<file path="src/rtl/lsu_ctrl_if.sv">
// ----------------------------------------------------------------------------
// lsu_ctrl_if
//
// Bundles every handshake and bus signal of the load/store unit: the request
// channel from the execute stage, the one-cycle response, and the port pair
// toward the data Memory block.
//
// Handshake semantics (request channel):
//   A request is transferred on a rising clock edge where req_valid and
//   req_ready are both high. req_ready depends only on the unit's state and
//   reset, never on req_valid. A requester may assert req_valid at any time.
//   Requests presented while req_ready is low are ignored, not queued.
//   The response is a one-cycle resp_valid pulse with no back-pressure:
//   the consumer must take resp_rdata/resp_err in that cycle.
//
// Modports:
//   slave  - the load/store unit (consumes requests, drives Memory ports).
//   master - the surrounding environment (execute stage plus Memory).
//
// Signals:
//   req_valid/req_ready/req_write/req_funct3/req_addr/req_wdata : request
//   resp_valid/resp_rdata/resp_err                              : response
//   memory_write/memory_size/memory_addr/memory_data_in         : to Memory
//   memory_data_out                                             : from Memory
// ----------------------------------------------------------------------------
interface lsu_ctrl_if;
    logic        req_valid;
    logic        req_ready;
    logic        req_write;
    logic [2:0]  req_funct3;
    logic [31:0] req_addr;
    logic [31:0] req_wdata;

    logic        resp_valid;
    logic [31:0] resp_rdata;
    logic        resp_err;

    logic        memory_write;
    logic [1:0]  memory_size;
    logic [31:0] memory_addr;
    logic [31:0] memory_data_in;
    logic [31:0] memory_data_out;

    modport slave (
        input  req_valid,
        input  req_write,
        input  req_funct3,
        input  req_addr,
        input  req_wdata,
        input  memory_data_out,
        output req_ready,
        output resp_valid,
        output resp_rdata,
        output resp_err,
        output memory_write,
        output memory_size,
        output memory_addr,
        output memory_data_in
    );

    modport master (
        output req_valid,
        output req_write,
        output req_funct3,
        output req_addr,
        output req_wdata,
        output memory_data_out,
        input  req_ready,
        input  resp_valid,
        input  resp_rdata,
        input  resp_err,
        input  memory_write,
        input  memory_size,
        input  memory_addr,
        input  memory_data_in
    );
endinterface

</file>
<file path="src/rtl/lsu_ctrl.sv">
// ----------------------------------------------------------------------------
// lsu_ctrl
//
// Load/store unit in front of the data Memory block. Takes one load or store
// at a time, drives Memory with naturally aligned transfers only (misaligned
// halfword/word accesses become sequential byte beats), and returns a sign-
// or zero-extended 32-bit load result.
//
// Ports:
//   clk          in   system clock, rising edge
//   rst          in   synchronous, active-low reset
//   bus          slave modport of lsu_ctrl_if (request, response, Memory)
//   dbg_state_o  out  current FSM state (0 IDLE, 1 ISSUE, 2 CAPTURE, 3 RESP)
//
// All memory_* outputs come straight from registers, so there is no
// combinational path from req_* to memory_*.
// ----------------------------------------------------------------------------
module lsu_ctrl (
    input  logic       clk,
    input  logic       rst,
    lsu_ctrl_if.slave  bus,
    output logic [1:0] dbg_state_o
);

    typedef enum logic [1:0] {
        S_IDLE    = 2'd0,
        S_ISSUE   = 2'd1,
        S_CAPTURE = 2'd2,
        S_RESP    = 2'd3
    } state_e;

    // One Memory transfer: what goes onto memory_size/addr/data_in.
    typedef struct packed {
        logic [1:0]  size;
        logic [31:0] addr;
        logic [31:0] data;
    } beat_t;

    // Loads accept 0,1,2,4,5; stores accept 0,1,2.
    function automatic logic funct3_legal(input logic write, input logic [2:0] funct3);
        logic ok;
        if (write) begin
            ok = (funct3 <= 3'd2);
        end else begin
            ok = (funct3 != 3'd3) && (funct3 != 3'd6) && (funct3 != 3'd7);
        end
        return ok;
    endfunction

    // funct3[1:0] is the native access size for every legal encoding.
    function automatic logic is_misaligned(input logic [2:0] funct3, input logic [31:0] addr);
        return ((funct3[1:0] == 2'd1) && addr[0]) ||
               ((funct3[1:0] == 2'd2) && (addr[1:0] != 2'b00));
    endfunction

    // Byte beats walk the address upward (wrapping mod 2^32) and carry one
    // store byte right-aligned; aligned transfers pass everything through.
    function automatic beat_t make_beat(input logic        split,
                                        input logic [1:0]  size,
                                        input logic [31:0] addr,
                                        input logic [31:0] wdata,
                                        input logic [1:0]  beat);
        beat_t b;
        if (split) begin
            b.size = 2'd0;
            b.addr = addr + {30'd0, beat};
            b.data = {24'd0, wdata[{beat, 3'b000} +: 8]};
        end else begin
            b.size = size;
            b.addr = addr;
            b.data = wdata;
        end
        return b;
    endfunction

    state_e      state_q, state_d;
    logic        write_q, write_d;
    logic [2:0]  funct3_q, funct3_d;
    logic [31:0] addr_q, addr_d;
    logic [31:0] wdata_q, wdata_d;
    logic [31:0] buf_q, buf_d;
    logic        split_q, split_d;
    logic        err_q, err_d;
    logic [1:0]  beat_q, beat_d;
    logic [1:0]  last_q, last_d;

    logic        mem_write_q, mem_write_d;
    logic [1:0]  mem_size_q, mem_size_d;
    logic [31:0] mem_addr_q, mem_addr_d;
    logic [31:0] mem_data_q, mem_data_d;

    logic        ready;
    logic        accept;
    logic        req_legal;
    logic        req_split;
    logic [1:0]  beat_inc;
    logic        at_last;
    beat_t       first_beat;
    beat_t       next_beat;

    // Reset is synchronous, but req_ready must already read low while rst is
    // held, before any edge has cleaned up the state register.
    assign ready     = rst && (state_q == S_IDLE);
    assign accept    = bus.req_valid && ready;
    assign req_legal = funct3_legal(bus.req_write, bus.req_funct3);
    assign req_split = is_misaligned(bus.req_funct3, bus.req_addr);
    assign beat_inc  = beat_q + 2'd1;
    assign at_last   = (beat_q == last_q);

    // Beat 0 is built from the request itself so it is registered onto the
    // Memory ports at the accepting edge and visible during the first ISSUE.
    assign first_beat = make_beat(req_split, bus.req_funct3[1:0], bus.req_addr,
                                  bus.req_wdata, 2'd0);
    assign next_beat  = make_beat(split_q, funct3_q[1:0], addr_q, wdata_q, beat_inc);

    always_comb begin
        state_d     = state_q;
        write_d     = write_q;
        funct3_d    = funct3_q;
        addr_d      = addr_q;
        wdata_d     = wdata_q;
        buf_d       = buf_q;
        split_d     = split_q;
        err_d       = err_q;
        beat_d      = beat_q;
        last_d      = last_q;
        mem_write_d = 1'b0;
        mem_size_d  = mem_size_q;
        mem_addr_d  = mem_addr_q;
        mem_data_d  = mem_data_q;

        case (state_q)
            S_IDLE: begin
                if (accept) begin
                    write_d  = bus.req_write;
                    funct3_d = bus.req_funct3;
                    addr_d   = bus.req_addr;
                    wdata_d  = bus.req_wdata;
                    buf_d    = 32'd0;
                    beat_d   = 2'd0;
                    if (!req_legal) begin
                        err_d   = 1'b1;
                        split_d = 1'b0;
                        last_d  = 2'd0;
                        state_d = S_RESP;
                    end else begin
                        err_d   = 1'b0;
                        split_d = req_split;
                        // Split halfword = 2 byte beats, split word = 4.
                        if (!req_split) begin
                            last_d = 2'd0;
                        end else if (bus.req_funct3[1:0] == 2'd1) begin
                            last_d = 2'd1;
                        end else begin
                            last_d = 2'd3;
                        end
                        mem_write_d = bus.req_write;
                        mem_size_d  = first_beat.size;
                        mem_addr_d  = first_beat.addr;
                        mem_data_d  = first_beat.data;
                        state_d     = S_ISSUE;
                    end
                end
            end

            S_ISSUE: begin
                if (write_q) begin
                    if (at_last) begin
                        state_d = S_RESP;
                    end else begin
                        beat_d      = beat_inc;
                        mem_write_d = 1'b1;
                        mem_size_d  = next_beat.size;
                        mem_addr_d  = next_beat.addr;
                        mem_data_d  = next_beat.data;
                    end
                end else begin
                    state_d = S_CAPTURE;
                end
            end

            S_CAPTURE: begin
                // Read data belongs to the address presented in ISSUE,
                // which is still held on memory_addr.
                if (split_q) begin
                    buf_d[{beat_q, 3'b000} +: 8] = bus.memory_data_out[7:0];
                end else begin
                    buf_d = bus.memory_data_out;
                end
                if (at_last) begin
                    state_d = S_RESP;
                end else begin
                    beat_d     = beat_inc;
                    mem_size_d = next_beat.size;
                    mem_addr_d = next_beat.addr;
                    mem_data_d = next_beat.data;
                    state_d    = S_ISSUE;
                end
            end

            S_RESP: begin
                state_d = S_IDLE;
            end

            default: begin
                state_d = S_IDLE;
            end
        endcase
    end

    always_ff @(posedge clk) begin
        if (!rst) begin
            state_q     <= S_IDLE;
            write_q     <= 1'b0;
            funct3_q    <= 3'd0;
            addr_q      <= 32'd0;
            wdata_q     <= 32'd0;
            buf_q       <= 32'd0;
            split_q     <= 1'b0;
            err_q       <= 1'b0;
            beat_q      <= 2'd0;
            last_q      <= 2'd0;
            mem_write_q <= 1'b0;
            mem_size_q  <= 2'd0;
            mem_addr_q  <= 32'd0;
            mem_data_q  <= 32'd0;
        end else begin
            state_q     <= state_d;
            write_q     <= write_d;
            funct3_q    <= funct3_d;
            addr_q      <= addr_d;
            wdata_q     <= wdata_d;
            buf_q       <= buf_d;
            split_q     <= split_d;
            err_q       <= err_d;
            beat_q      <= beat_d;
            last_q      <= last_d;
            mem_write_q <= mem_write_d;
            mem_size_q  <= mem_size_d;
            mem_addr_q  <= mem_addr_d;
            mem_data_q  <= mem_data_d;
        end
    end

    // Response: stores and errors return zero data.
    always_comb begin
        bus.resp_rdata = 32'd0;
        if ((state_q == S_RESP) && !write_q && !err_q) begin
            case (funct3_q)
                3'd0:    bus.resp_rdata = {{24{buf_q[7]}}, buf_q[7:0]};
                3'd1:    bus.resp_rdata = {{16{buf_q[15]}}, buf_q[15:0]};
                3'd2:    bus.resp_rdata = buf_q;
                3'd4:    bus.resp_rdata = {24'd0, buf_q[7:0]};
                3'd5:    bus.resp_rdata = {16'd0, buf_q[15:0]};
                default: bus.resp_rdata = 32'd0;
            endcase
        end
    end

    assign bus.req_ready      = ready;
    assign bus.resp_valid     = (state_q == S_RESP);
    assign bus.resp_err       = (state_q == S_RESP) && err_q;
    assign bus.memory_write   = mem_write_q;
    assign bus.memory_size    = mem_size_q;
    assign bus.memory_addr    = mem_addr_q;
    assign bus.memory_data_in = mem_data_q;
    assign dbg_state_o        = state_q;

endmodule

</file>
<file path="src/flat_wrapper.sv">
// flat-port wrapper written by rule: the top's interface ports become plain ports
module lsu_ctrl_flat 
  (clk, rst, dbg_state_o, bus_req_valid, bus_req_write, bus_req_funct3, bus_req_addr, bus_req_wdata, bus_memory_data_out, bus_req_ready, bus_resp_valid, bus_resp_rdata, bus_resp_err, bus_memory_write, bus_memory_size, bus_memory_addr, bus_memory_data_in);
  lsu_ctrl_if bus_i ();
  input  logic clk;
  input  logic rst;
  output logic [1:0] dbg_state_o;
  input wire logic [$bits(bus_i.req_valid)-1:0] bus_req_valid;
  input wire logic [$bits(bus_i.req_write)-1:0] bus_req_write;
  input wire logic [$bits(bus_i.req_funct3)-1:0] bus_req_funct3;
  input wire logic [$bits(bus_i.req_addr)-1:0] bus_req_addr;
  input wire logic [$bits(bus_i.req_wdata)-1:0] bus_req_wdata;
  input wire logic [$bits(bus_i.memory_data_out)-1:0] bus_memory_data_out;
  output wire logic [$bits(bus_i.req_ready)-1:0] bus_req_ready;
  output wire logic [$bits(bus_i.resp_valid)-1:0] bus_resp_valid;
  output wire logic [$bits(bus_i.resp_rdata)-1:0] bus_resp_rdata;
  output wire logic [$bits(bus_i.resp_err)-1:0] bus_resp_err;
  output wire logic [$bits(bus_i.memory_write)-1:0] bus_memory_write;
  output wire logic [$bits(bus_i.memory_size)-1:0] bus_memory_size;
  output wire logic [$bits(bus_i.memory_addr)-1:0] bus_memory_addr;
  output wire logic [$bits(bus_i.memory_data_in)-1:0] bus_memory_data_in;
  assign bus_i.req_valid = bus_req_valid;
  assign bus_i.req_write = bus_req_write;
  assign bus_i.req_funct3 = bus_req_funct3;
  assign bus_i.req_addr = bus_req_addr;
  assign bus_i.req_wdata = bus_req_wdata;
  assign bus_i.memory_data_out = bus_memory_data_out;
  assign bus_req_ready = bus_i.req_ready;
  assign bus_resp_valid = bus_i.resp_valid;
  assign bus_resp_rdata = bus_i.resp_rdata;
  assign bus_resp_err = bus_i.resp_err;
  assign bus_memory_write = bus_i.memory_write;
  assign bus_memory_size = bus_i.memory_size;
  assign bus_memory_addr = bus_i.memory_addr;
  assign bus_memory_data_in = bus_i.memory_data_in;
  lsu_ctrl u_core (.clk(clk), .rst(rst), .bus(bus_i), .dbg_state_o(dbg_state_o));
endmodule
</file>
<file path="config.mk">
export PLATFORM = sky130hd
export DESIGN_NAME = lsu_ctrl_flat
export DESIGN_NICKNAME = d
export VERILOG_FILES = /design/src/rtl/lsu_ctrl_if.sv /design/src/rtl/lsu_ctrl.sv /design/src/flat_wrapper.sv
export SDC_FILE = /design/constraint.sdc
export NUM_CORES = 1
export LEC_CHECK = 0
export ABC_CLOCK_PERIOD_IN_PS = 3500
export CORE_MARGIN = 2
export CORE_UTILIZATION = 50
export CTS_BUF_LIST = sky130_fd_sc_hd__clkbuf_4
export DETAILED_ROUTE_END_ITERATION = 12
export MAX_ROUTING_LAYER = met4
export PLACE_DENSITY = 0.9
export SYNTH_ARGS = -nofsm -noshare
export SYNTH_HDL_FRONTEND = slang
export SYNTH_SLANG_ARGS = --single-unit
</file>
<file path="constraint.sdc">
create_clock -name clk -period 3.5 [get_ports clk]
set_clock_uncertainty 0.05 [all_clocks]
set_input_delay 1.05 -clock clk [delete_from_list [all_inputs] [get_ports clk]]
set_output_delay 1.05 -clock clk [all_outputs]
set_load 0.005 [all_outputs]
</file>
# == Word level (Yosys, flattened, before mapping) ==
# Cells that the tools add are included.
# totals
ff_bits,175
# classes
eq_ne,17
reduce_logical,22
magnitude_cmp,1
n_mux,44
n_shift,3
n_addsub,3
# ops
cell,n
2-to-1 mux 32 bit,11
case mux 32 bit (3 select lines),2
case mux 32 bit (5 select lines),1
2-to-1 mux 66 bit,2
case mux 32 bit (2 select lines),1
adder 32 x 2 -> 32 bit,1
bitwise mux 32 bit,1
variable shift 8 x 7 -> 32 bit (first input constant),1
variable part select 32 x 6 -> 8 bit,1
variable part select 8 x 7 -> 32 bit,1
2-to-1 mux 2 bit,15
case mux 2 bit (3 select lines),2
logical AND 1 bit,9
!= test 3 bit (second input constant),3
case mux 2 bit (4 select lines),1
2-to-1 mux 1 bit,7
negator 5 -> 7 bit,1
equality test 2 bit (second input constant),3
equality test 3 bit (second input constant),2
!= test 2 x 1 -> 1 bit (second input constant),3
AND reduction 2 bit,3
equality test 2 x 1 -> 1 bit (second input constant),2
AND reduction 4 bit,1
nonzero test 2 bit,2
other kinds (13),14

# == Logic depth before layout (Yosys ltp) ==
# Gate-level depths: netlist of run 1.
# depth
depth_word,7
ltp_mapped,10
depth_no_buf,8

# == Worst setup path before layout of run 1 ==
# Ideal clock, no wire load.
# synth_path
path_type,register to register
from,register u_core.beat_q[0]
to,"register u_core.mem_addr_q[13], in the netlist u_core.bus.memory_addr[13]"
path_slack_ps,877
arrival_ps,2493
period_less_slack_ps,2623
stages_incl_launch_ff,11
setup_ps,79
cell_sequence,dfxtp_1 buf_2 inv_1 ha_1 ha_1 a21oi_1 nor4_4 buf_6 nand3_1 xor2_1 a211oi_2
# synth_between
elab_chain_len,6
word_cells_on_any_way,7
cone_classes,add/sub: 2; eq/ne: 1; mux: 4
# synth_lines
element,line_no,text
start: declaration,lsu_ctrl.sv:84,"logic [1:0] beat_q, beat_d;"
start signal: assignment,lsu_ctrl.sv:236,beat_q <= beat_d;
adder 2 x 1 -> 2 bit,lsu_ctrl.sv:107,assign beat_inc = beat_q + 2'd1;
adder 32 x 2 -> 32 bit,lsu_ctrl.sv:66,"b.addr = addr + {30'd0, beat};"
2-to-1 mux 66 bit,lsu_ctrl.sv:64,if (split) begin
2-to-1 mux 32 bit (*),"lsu_ctrl.sv:168, lsu_ctrl.sv:190",
2-to-1 mux 32 bit,lsu_ctrl.sv:167,if (write_q) begin
case mux 32 bit (3 select lines) (*),lsu_ctrl.sv:132,case (state_q)
end signal: assignment,lsu_ctrl.sv:240,mem_addr_q <= mem_addr_d;
end: declaration,lsu_ctrl.sv:89,"logic [31:0] mem_addr_q, mem_addr_d;"
# Every way passes the cells marked *; elsewhere a longest branch is shown, timed or not. The select of a mux whose other input is x is not followed.
# A chain may end at the register's enable or synchronous reset.

# == Worst setup path after layout of run 1 ==
# layout_path
from,register u_core.funct3_q[1]
to,output bus_resp_rdata[22]
# layout_between
elab_chain_len,3
word_cells_on_any_way,7
cone_classes,eq/ne: 4; mux: 2; reduce/logical: 1
# layout_lines
element,line_no,text
start: declaration,lsu_ctrl.sv:78,"logic [2:0] funct3_q, funct3_d;"
start signal: assignment,lsu_ctrl.sv:230,funct3_q <= funct3_d;
"equality test 3 bit, or another cell as far along",lsu_ctrl.sv:249,case (funct3_q)
case mux 32 bit (5 select lines) (*),lsu_ctrl.sv:249,
2-to-1 mux 32 bit (*),lsu_ctrl.sv:248,if ((state_q == S_RESP) && !write_q && !err_q) begin
end: declaration,flat_wrapper.sv:16,output wire logic [$bits(bus_i.resp_rdata)-1:0] bus_resp_rdata;
# Every way passes the cells marked *; elsewhere a longest branch is shown, timed or not.

==> results of run 1 <==
## layout by cell type (no fill, tap or decap), types with 3 or more instances in the layout
cell type	n
a211o_1	9
a21oi_1	71
a221oi_1	26
a22o_1	8
a22oi_1	43
a2bb2oi_1	8
a32oi_1	8
and2_1	10
and3_1	7
buf_12	4
buf_4	19
clkbuf_4	19
clkdlybuf4s50_1	205
clkinv_2	7
clkinv_4	3
dfxtp_1	170
dfxtp_2	4
ha_1	10
inv_1	11
mux2i_1	12
nand2_1	202
nand3_1	23
nand4_1	23
nor2_1	84
nor2b_1	3
nor3_1	42
o211ai_1	4
o21ai_0	78
o221ai_1	11
o22ai_1	11
o31ai_1	9
or3_1	10
xnor2_1	13
xor2_1	15
## synthesized netlist by cell type, drive strengths merged, types with 4 or more instances
cell type    n  area [µm²]
o21ai       79       395.4
and2        11       68.82
or3         11       68.82
ha          11       137.6
and3         9       56.30
nor4         5       73.82
o31ai        9       67.56
xor2        15       131.4
dfxtp      174        3483
o211ai       4       30.03
buf         41       211.5
nor3        45       246.5
a211o        9       78.83
a22oi       43       322.8
o221ai      12       111.4
a21oi       73       369.1
a221oi      27       242.7
nand4       23       143.9
nand2      203       769.5
mux2i       12       120.1
nor2b        4       25.02
nor2        86       325.3
nand3       26       155.2
a2bb2oi      8       70.07
a22o         8       70.07
o22ai       13       93.84
xnor2       13       113.9
a32oi        8       70.07
inv         13       48.79
clkbuf      46       175.2
## final cells by class
cell class                 count  area, µm²
tap                          220      275.3
inverter                      14      52.55
antenna                        2      5.005
fill                        1376       5613
clock inverter                12      98.84
clock buffer                  19      142.6
multi-input combinational    790       4617
timing repair buffer         230       2291
sequential                   174       3488
## state kept, by name, indices dropped and copies added (netlist names), 2 cells and up
signal	flops
u_core.funct3_q	3
u_core.wdata_q	32
u_core.addr_q	32
u_core.bus.memory_addr	32
u_core.bus.memory_data_in	32
u_core.dbg_state_o	2
u_core.bus.memory_size	2
u_core.buf_q	32
u_core.beat_q	2
## path summary, 6_finish.rpt
| path | endpoint | start | slack, ns | depth (start not counted) |
|---|---|---|---|---|
| worst max-delay path | bus_resp_rdata[22] | u_core.funct3_q[1] | 0.14 | 3 |
| worst min-delay path | u_core.bus.memory_addr[0] | u_core.bus.memory_addr[0] | 0.41 | 2 |
| worst max register to register | u_core.bus.memory_addr[20] | u_core.beat_q[1] | 0.63 | 9 |
| worst min register to register | u_core.bus.memory_addr[0] | u_core.bus.memory_addr[0] | 0.41 | 2 |
## worst register-to-register path, stage by stage (launching register included)
cell      delay [ns]
dfxtp_1         0.44
inv_1           0.09
ha_1            0.32
buf_4           0.27
fa_1            0.31
nand3_4         0.16
nor3_2          0.57
nand3_1         0.19
xor2_1          0.19
a221oi_2        0.21
## routing by layer
| metal | vias up | global-route usage |
|---|---|---|
| met5 | - | - |
| met3 | 43 | 0.05442 |
| met2 | 466 | 0.4470 |
| met4 | 0 | 0.09415 |
| met1 | 4055 | 0.3754 |
| li1 | 4138 | - |
## what timing repair did
action,CTS,global route
resized for setup,6,9
setup buffers,0,1
gates cloned,0,1
setup endpoints to repair,32,31
## report_power, final
| group | leakage (nW) | switching (W) | internal, W |
|---|---|---|---|
| combinational | 2.19 | 0.00184 | 0.00152 |
| clock | 0.141 | 0.000683 | 0.000357 |
| sequential | 1.42 | 0.000408 | 0.00250 |
## logic make-up after synthesis
kind of cell / after synthesis / share of synthesized area
xor gates and xnor gates: 28 / 0.02890
AOI/OAI and AO/OA: 305 / 0.2389
DFF: 174 / 0.4105
and+or+nand+nor: 433 / 0.2372
buffers and inverters: 101 / 0.05175
adders and majority gates: 12 / 0.01858
muxes: 12 / 0.01416
## metrics by stage
step                      setup WS [ns]  TNS [ns]
after global routing           -0.01127  -0.01127
after global placement           0.4233         0
after floorplan                  0.8773         0
after detailed placement         0.3149         0
after CTS                       0.02026         0
final                            0.1414         0
==> summary.md, run 1 <==
| Metric | Value |
|---|---|
| Status | `finished, final reports clean` |
| Clock sinks | `approximately 170` |
| Initial DRC Count | `between 900 and 1k` |
| Sequential area share after synthesis | `0.4105` |
| Post-Syn Nets | `between 1k and 1.5k` |
| Initial Util | `0.5117` |
| Pre-Repair DR Iteration Count | `6` |
| Worst-path cell chain | `or3_4, a21oi_1, clkdlybuf4s50_1` |
| Initial antenna violation count | `2` |
| Final Util | `0.6615` |
| CP Launch Type | `flip-flop` |
| Cell Pwr Density | `666.0 nW/µm²` |
| H-tree depth | `4` |
| Global-route wire length before repair | `40460 µm` |
| Share of cells above drive strength 1 | `0.07587` |
| Async S/R FF share, synth | `0` |
| Longest Clk Path Bufs | `2` |
| Mapped Cells | `1065` |
| Yosys cell types | `63` |
| IO Port Bufs | `between 200 and 250` |
| CP Capture Type | `primary output` |
| Clock latency on the worst-skew pair | `0.58 ns` |
| CTS Hold Bufs | `0` |
| Crit path kind | `reg -> out` |
| Met2 routed WL | `about 12000 µm` |
| Remaining global-route overflow | `0` |
| Syn avg cell area | `around 8.0 µm²` |
| Worst slew pin tran | `approximately 1.1 ns` |
| Core area | `16580 µm²` |
| Setup Viol. Count Final | `0` |
| Slew Limit Fails | `0` |
| Arr. time, crit path | `~2.3 ns` |
| Top achievable clock speed | `about 300 MHz` |
| Die Y-Extent | `between 100 and 150 µm` |
| Endpoints failing hold | `0` |
| CTS Buf Count | `17` |
| CP max FO | `16` |
| Worst path max stage delay | `about 0.53 ns` |
| Met1 Wirelength | `10710 µm` |
| Fin area | `roughly 11000 µm²` |
| WL met3 | `around 2500 µm` |
| Die width | `approximately 130 µm` |
| Max layer used | `met4` |
| Number of global-route vias before repair | `between 8k and 9k` |
| Top_reg_cell synth | `dfxtp_1` |
| Rows | `47` |
| Vias post-DR | `between 8k and 9k` |
| Crit-path leading delay family | `simple AND/OR/NAND/NOR gates` |
| Die Area | `approximately 18000 µm²` |
| Max_slew headroom | `0.2545` |
| Largest net degree at the start of global routing | `approximately 140` |
| CP Buf/Inv Count | `1` |
| Required @ worst endpoint | `between 2 and 2.5 ns` |
| TritonCTS clock tree | `yes` |
| Nets | `1342` |
| Critical path's slowest cell | `or3_4` |
| Vias per cell | `5.956` |
| Hold crit path type | `reg -> reg` |
| Number of synthesized flops with an enable pin | `0` |
| Max Cap Viol | `0` |
| DP Area | `between 10000 and 15000 µm²` |
| Placed Cells | `~1.4k` |
| Overall Power | `about 0.0073 W` |
| Detailed placer's ending HPWL | `17720 µm` |
| Clock root buffer master | `clkbuf_4` |
| Cell Count, Final, Fillers Out | `about 1.5k` |
| Max VDD drop | `just under 500 µV` |
| P&R area growth vs syn | `29.28%` |
| Flops & latches, synth | `roughly 170` |
| Reg clk slew, reported paths | `about 0.14 ns` |
| Remaining DRCs | `0` |
| Leak | `roughly 3.8 nW` |
| WHS | `between 0.4 and 0.5 ns` |
| ANT nets after route | `0` |
| Drt total wl | `25810 µm` |
| Mapped Area | `about 8500 µm²` |
| DR WL/cell | `17.67 µm` |
| Crit path time final | `between 3 and 4 ns` |
| Gr usage total | `0.2865` |
| IO Count | `207` |
| GP Congestion | `between 0.8 and 0.9` |
| Post-route clock period utilization | `0.9596` |
| Yosys warning count | `0` |
No activity file was read; power rests on OpenSTA's default activity.
==> run 2: changes to the inputs <==
Settings changed: CTS_BUF_LIST sky130_fd_sc_hd__clkbuf_4 to unset, GPL_ROUTABILITY_DRIVEN set to 0.
==> summary.md, run 2 (synthesis gave the netlist of run 1 again) <==
| Metric | Value |
|---|---|
| P&R area growth vs syn | `32.11%` |
| Remaining DRCs | `0` |
| Most frequent cells in the layout | `clkdlybuf4s50_1, nand2_1, dfxtp_1, nor2_1, o21ai_0` |
| Max_slew headroom | `0.3135` |
| Initial DRC Count | `just over 800` |
| Gr usage total | `0.2924` |
| IO Count | `between 200 and 250` |
| Fin worst setup slack | `0.1215 ns` |
| WHS | `just over 0.4 ns` |
| DP Area | `between 10000 and 15000 µm²` |
| Global-route wire length before repair | `between 40000 and 50000 µm` |
| Final TNS setup | `0 ns` |
| RR Startpoint | `u_core.beat_q[1]` |
| Vias per cell | `5.955` |
| Core area | `between 15000 and 20000 µm²` |
| Initial antenna violation count | `0` |
| Setup Viol. Count Final | `0` |
| Vias post-DR | `around 8.7k` |
| Nets | `1338` |
| Hold crit path type | `reg -> reg` |
| CTS Hold Bufs | `0` |
| Cells on worst reg2reg path | `9` |
| H-tree depth | `4` |
| DR WL/cell | `17.92 µm` |
| Crit path time final | `3.378 ns` |
| Remaining global-route overflow | `0` |
| Critical Path Start | `u_core.dbg_state_o[1]` |
| CP max FO | `24` |
| RSZ-0062 raised after global routing | `no` |
| Crit path kind | `reg -> out` |
| Clock latency on the worst-skew pair | `about 0.43 ns` |
| Post-CTS Setup Bufs | `0` |
| Required @ worst endpoint | `between 2 and 2.5 ns` |
| Top achievable clock speed | `296.0 MHz` |
| Worst-case register-to-register setup slack | `between 0.5 and 0.6 ns` |
| ANT nets after route | `0` |
| Initial Util | `0.5117` |
| Die width | `about 130 µm` |
| TritonCTS clock tree | `yes` |
| Rows | `47` |
| Worst R2R End | `u_core.bus.memory_addr[20]` |
| Clock root buffer master | `clkbuf_16` |
| Die Y-Extent | `between 100 and 150 µm` |
| Longest Clk Path Bufs | `2` |
| Largest net degree at the start of global routing | `roughly 140` |
| Pre-Repair DR Iteration Count | `5` |
| Max VDD drop | `between 400 and 500 µV` |
| Max Cap Viol | `0` |
| Endpoints failing hold | `0` |
| Clock sinks | `approximately 170` |
| CP Capture Type | `primary output` |
| Worst slew pin tran | `between 1 and 1.5 ns` |
| Antenna cells | `0` |
| CTS Buf Count | `17` |
| Detailed placer's ending HPWL | `between 15000 and 20000 µm` |
| CP Capture Point | `bus_resp_rdata[23]` |
| Post-route clock period utilization | `0.9653` |
| Die Area | `about 18000 µm²` |
| Leak | `around 3.8 nW` |
| IO Port Bufs | `206` |
| CP Launch Type | `flip-flop` |
| Arr. time, crit path | `between 2 and 2.5 ns` |
| Share of cells above drive strength 1 | `0.06553` |
| Slew Limit Fails | `0` |
| Number of global-route vias before repair | `approximately 8.1k` |
| Reg clk slew, reported paths | `0.06 ns` |
| Leading cell type in the layout, fill and taps excluded | `clkdlybuf4s50_1` |
| Fin area | `11210 µm²` |
| Status | `finished, final reports clean` |
| Drt total wl | `26100 µm` |
| Cell Pwr Density | `718.6 nW/µm²` |
| Fillers | `1316` |
| DP Worst Slack | `0.3141 ns` |
run 2: power by group:
part	total (W)	internal, W	switching (W)
combinational	0.00333	0.00150	0.00183
clock	0.00182	0.00100	0.000814
sequential	0.00291	0.00250	0.000409
run 2: area by class of cell:
| class | instances | area (µm²) | share of cell area |
|---|---|---|---|
| multi-input combinational | 790 | 4593 | 0.4097 |
| sequential | 174 | 3485 | 0.3108 |
| timing repair buffer | 226 | 2245 | 0.2002 |
| clock buffer | 20 | 446.7 | 0.03984 |
| tap | 220 | 275.3 | 0.02455 |
| clock inverter | 12 | 113.9 | 0.01016 |
| inverter | 14 | 52.55 | 0.004687 |
run 2: stage by stage:
| stage | cells | utilization | total power, W |
|---|---|---|---|
| 6_report | 1456 | 0.6760 | 0.008056 |
| 5_1_grt | 1456 | 0.6760 | 0.008537 |
| 4_1_cts | 1456 | 0.6759 | 0.008052 |
| 3_5_place_dp | 1424 | 0.6418 | 0.006221 |
| 3_3_place_gp | 1424 | 0.6418 | 0.006119 |
| 2_1_floorplan | 1065 | - | 0.004773 |
run 2: layer usage:
metal / global-route usage / vias up / share of wire
li1: - / 4130 / -
met1: 0.3704 / 4057 / 0.42
met2: 0.4651 / 430 / 0.47
met3: 0.05858 / 53 / 0.087
met4: 0.1047 / 0 / 0.025
met5: - / - / 0
run 2: worst min-delay path by stage:
stage	start	to	slack, ns	depth (start not counted)
final	u_core.bus.memory_addr[2]	u_core.bus.memory_addr[2]	0.41	2
after detailed placement	u_core.bus.memory_addr[3]	u_core.bus.memory_addr[3]	0.40	2
after floorplan	u_core.wdata_q[7]	u_core.wdata_q[7]	0.39	2
after global routing	u_core.buf_q[19]	u_core.buf_q[19]	0.43	2
after global placement	u_core.bus.memory_addr[2]	u_core.bus.memory_addr[2]	0.39	2
after CTS	u_core.bus.memory_addr[3]	u_core.bus.memory_addr[3]	0.41	2
run 2: repair_timing:
item | CTS | global route
pin swaps | 0 | 0
gates cloned | 0 | 0
endpoints found under the setup margin | 1 | 17
resized for setup | 1 | 1
run 2: worst max-delay path, cell delays in order (launching register included):
cell             delay [ns]
dfxtp_1                0.41
ha_1                   0.36
nand3_1                0.11
buf_4                  0.23
a21oi_1                0.16
clkdlybuf4s50_1        0.57
==> run 3: changes to the inputs <==
Settings changed: CORE_UTILIZATION 50 to 40, PLACE_DENSITY 0.9 to 0.76.
==> summary.md, run 3 (synthesis gave the netlist of run 1 again) <==
| Metric | Value |
|---|---|
| RSZ-0062 raised after global routing | `no` |
| Detailed placer's ending HPWL | `roughly 18000 µm` |
| Remaining DRCs | `0` |
| H-tree depth | `4` |
| CTS Buf Count | `17` |
| CP Capture Type | `primary output` |
| Leak | `slightly below 4 nW` |
| Required @ worst endpoint | `about 2.4 ns` |
| P&R area growth vs syn | `33.52%` |
| Final TNS setup | `0 ns` |
| Share of cells above drive strength 1 | `0.07022` |
| Worst slew pin tran | `around 1.2 ns` |
| DP Worst Slack | `roughly 0.31 ns` |
| Endpoints failing hold | `0` |
| Vias per cell | `between 5 and 6` |
| Clock sinks | `around 170` |
| TritonCTS clock tree | `yes` |
| Core area | `between 20000 and 25000 µm²` |
| ANT nets after route | `0` |
| Initial DRC Count | `670` |
| Crit path kind | `reg -> out` |
| Setup Viol. Count Final | `0` |
| Max Cap Viol | `0` |
| Global-route wire length before repair | `41480 µm` |
| IO Port Bufs | `between 200 and 250` |
| Status | `finished, final reports clean` |
| Largest net degree at the start of global routing | `roughly 140` |
| Reg clk slew, reported paths | `about 0.07 ns` |
| Rows | `between 50 and 60` |
| Antenna cells | `0` |
| Hold Path Depth | `2` |
| Hold crit path type | `reg -> reg` |
| Remaining global-route overflow | `0` |
| Leading cell type in the layout, fill and taps excluded | `clkdlybuf4s50_1` |
| Drt total wl | `approximately 26000 µm` |
| Vias post-DR | `between 8k and 9k` |
| Most frequent cells in the layout | `clkdlybuf4s50_1, nand2_1, dfxtp_1, nor2_1, o21ai_0` |
| Nets | `1341` |
| Max VDD drop | `slightly below 600 µV` |
| Die Area | `between 20000 and 25000 µm²` |
| Pre-Repair DR Iteration Count | `5` |
| Number of global-route vias before repair | `a little under 8k` |
| Gr usage total | `0.2390` |
| Initial antenna violation count | `0` |
| CP Launch Type | `flip-flop` |
| Die width | `~150 µm` |
| Crit path time final | `roughly 3.3 ns` |
| Post-CTS Setup Bufs | `0` |
| Cells on worst reg2reg path | `9` |
| Post-route clock period utilization | `0.9540` |
| CP max FO | `24` |
| IO Count | `207` |
| Fin worst setup slack | `between 0.15 and 0.2 ns` |
| Arr. time, crit path | `2.24 ns` |
| Cell Pwr Density | `approximately 700 nW/µm²` |
| Max_slew headroom | `0.1836` |
| DR WL/cell | `between 15 and 20 µm` |
| Die Y-Extent | `about 150 µm` |
| Slew Limit Fails | `0` |
| Top achievable clock speed | `299.5 MHz` |
| Clock latency on the worst-skew pair | `0.44 ns` |
| Clock root buffer master | `clkbuf_16` |
| Initial Util | `0.4062` |
| Longest Clk Path Bufs | `2` |
[run 3: final timing paths]
path	from	endpoint	slack, ns
setup / recovery	u_core.dbg_state_o[1]	bus_resp_rdata[26]	0.16
hold / removal	u_core.bus.memory_addr[8]	u_core.bus.memory_addr[8]	0.41
hold reg to reg	u_core.bus.memory_addr[8]	u_core.bus.memory_addr[8]	0.41
setup reg to reg	u_core.beat_q[1]	u_core.bus.memory_addr[20]	0.63
[run 3: final cells by class]
cell class	count	area (µm²)
clock inverters	14	146.4
flip-flops and latches	174	3485
fillers	1957	9559
clock buffers	18	439.2
repair buffers	229	2267
well taps	275	344.1
multi-input cells	790	4596
inverters	14	52.55
[run 3: worst max-delay path, cell delays in order (launching register included)]
cell             delay, ns
dfxtp_1               0.40
ha_1                  0.37
nand3_1               0.11
buf_4                 0.24
a21oi_1               0.16
clkdlybuf4s50_1       0.52
[run 3: metrics by stage]
step / utilization / hold slack (ns) / std cells / power [W] / cell area (µm²)
final: 0.5424 / 0.4055 / 1514 / 0.008146 / 11330
after global routing: 0.5424 / 0.4319 / 1514 / 0.008680 / 11330
after CTS: 0.5420 / 0.4078 / 1514 / 0.008172 / 11320
after detailed placement: 0.5139 / 0.3956 / 1482 / 0.006255 / 10740
after global placement: 0.5139 / 0.3886 / 1482 / 0.006197 / 10740
after floorplan: - / 0.3858 / 1065 / 0.004773 / 8486
[run 3: layer usage]
metal  part of all wire  routed length (µm)  track usage
met4              0.013                 335      0.06085
met5                  0                   0            -
met2               0.47               12450       0.3807
met1               0.44               11760       0.3222
met3              0.073                1945      0.03201
[run 3: power breakdown]
part / internal [W] / leakage [nW] / switching [W] / total (W)
registers: 0.00250 / 1.42 / 0.000393 / 0.00289
clock network: 0.00103 / 0.294 / 0.000869 / 0.00190
logic: 0.00150 / 2.18 / 0.00186 / 0.00335
total: 0.00503 / 3.90 / 0.00312 / 0.00815
[run 3: what timing repair did]
action / in CTS / in global routing
hold endpoints to repair: 0 / 0
hold buffers: 0 / 0
resized for setup: 0 / 3
setup endpoints to repair: 0 / 19
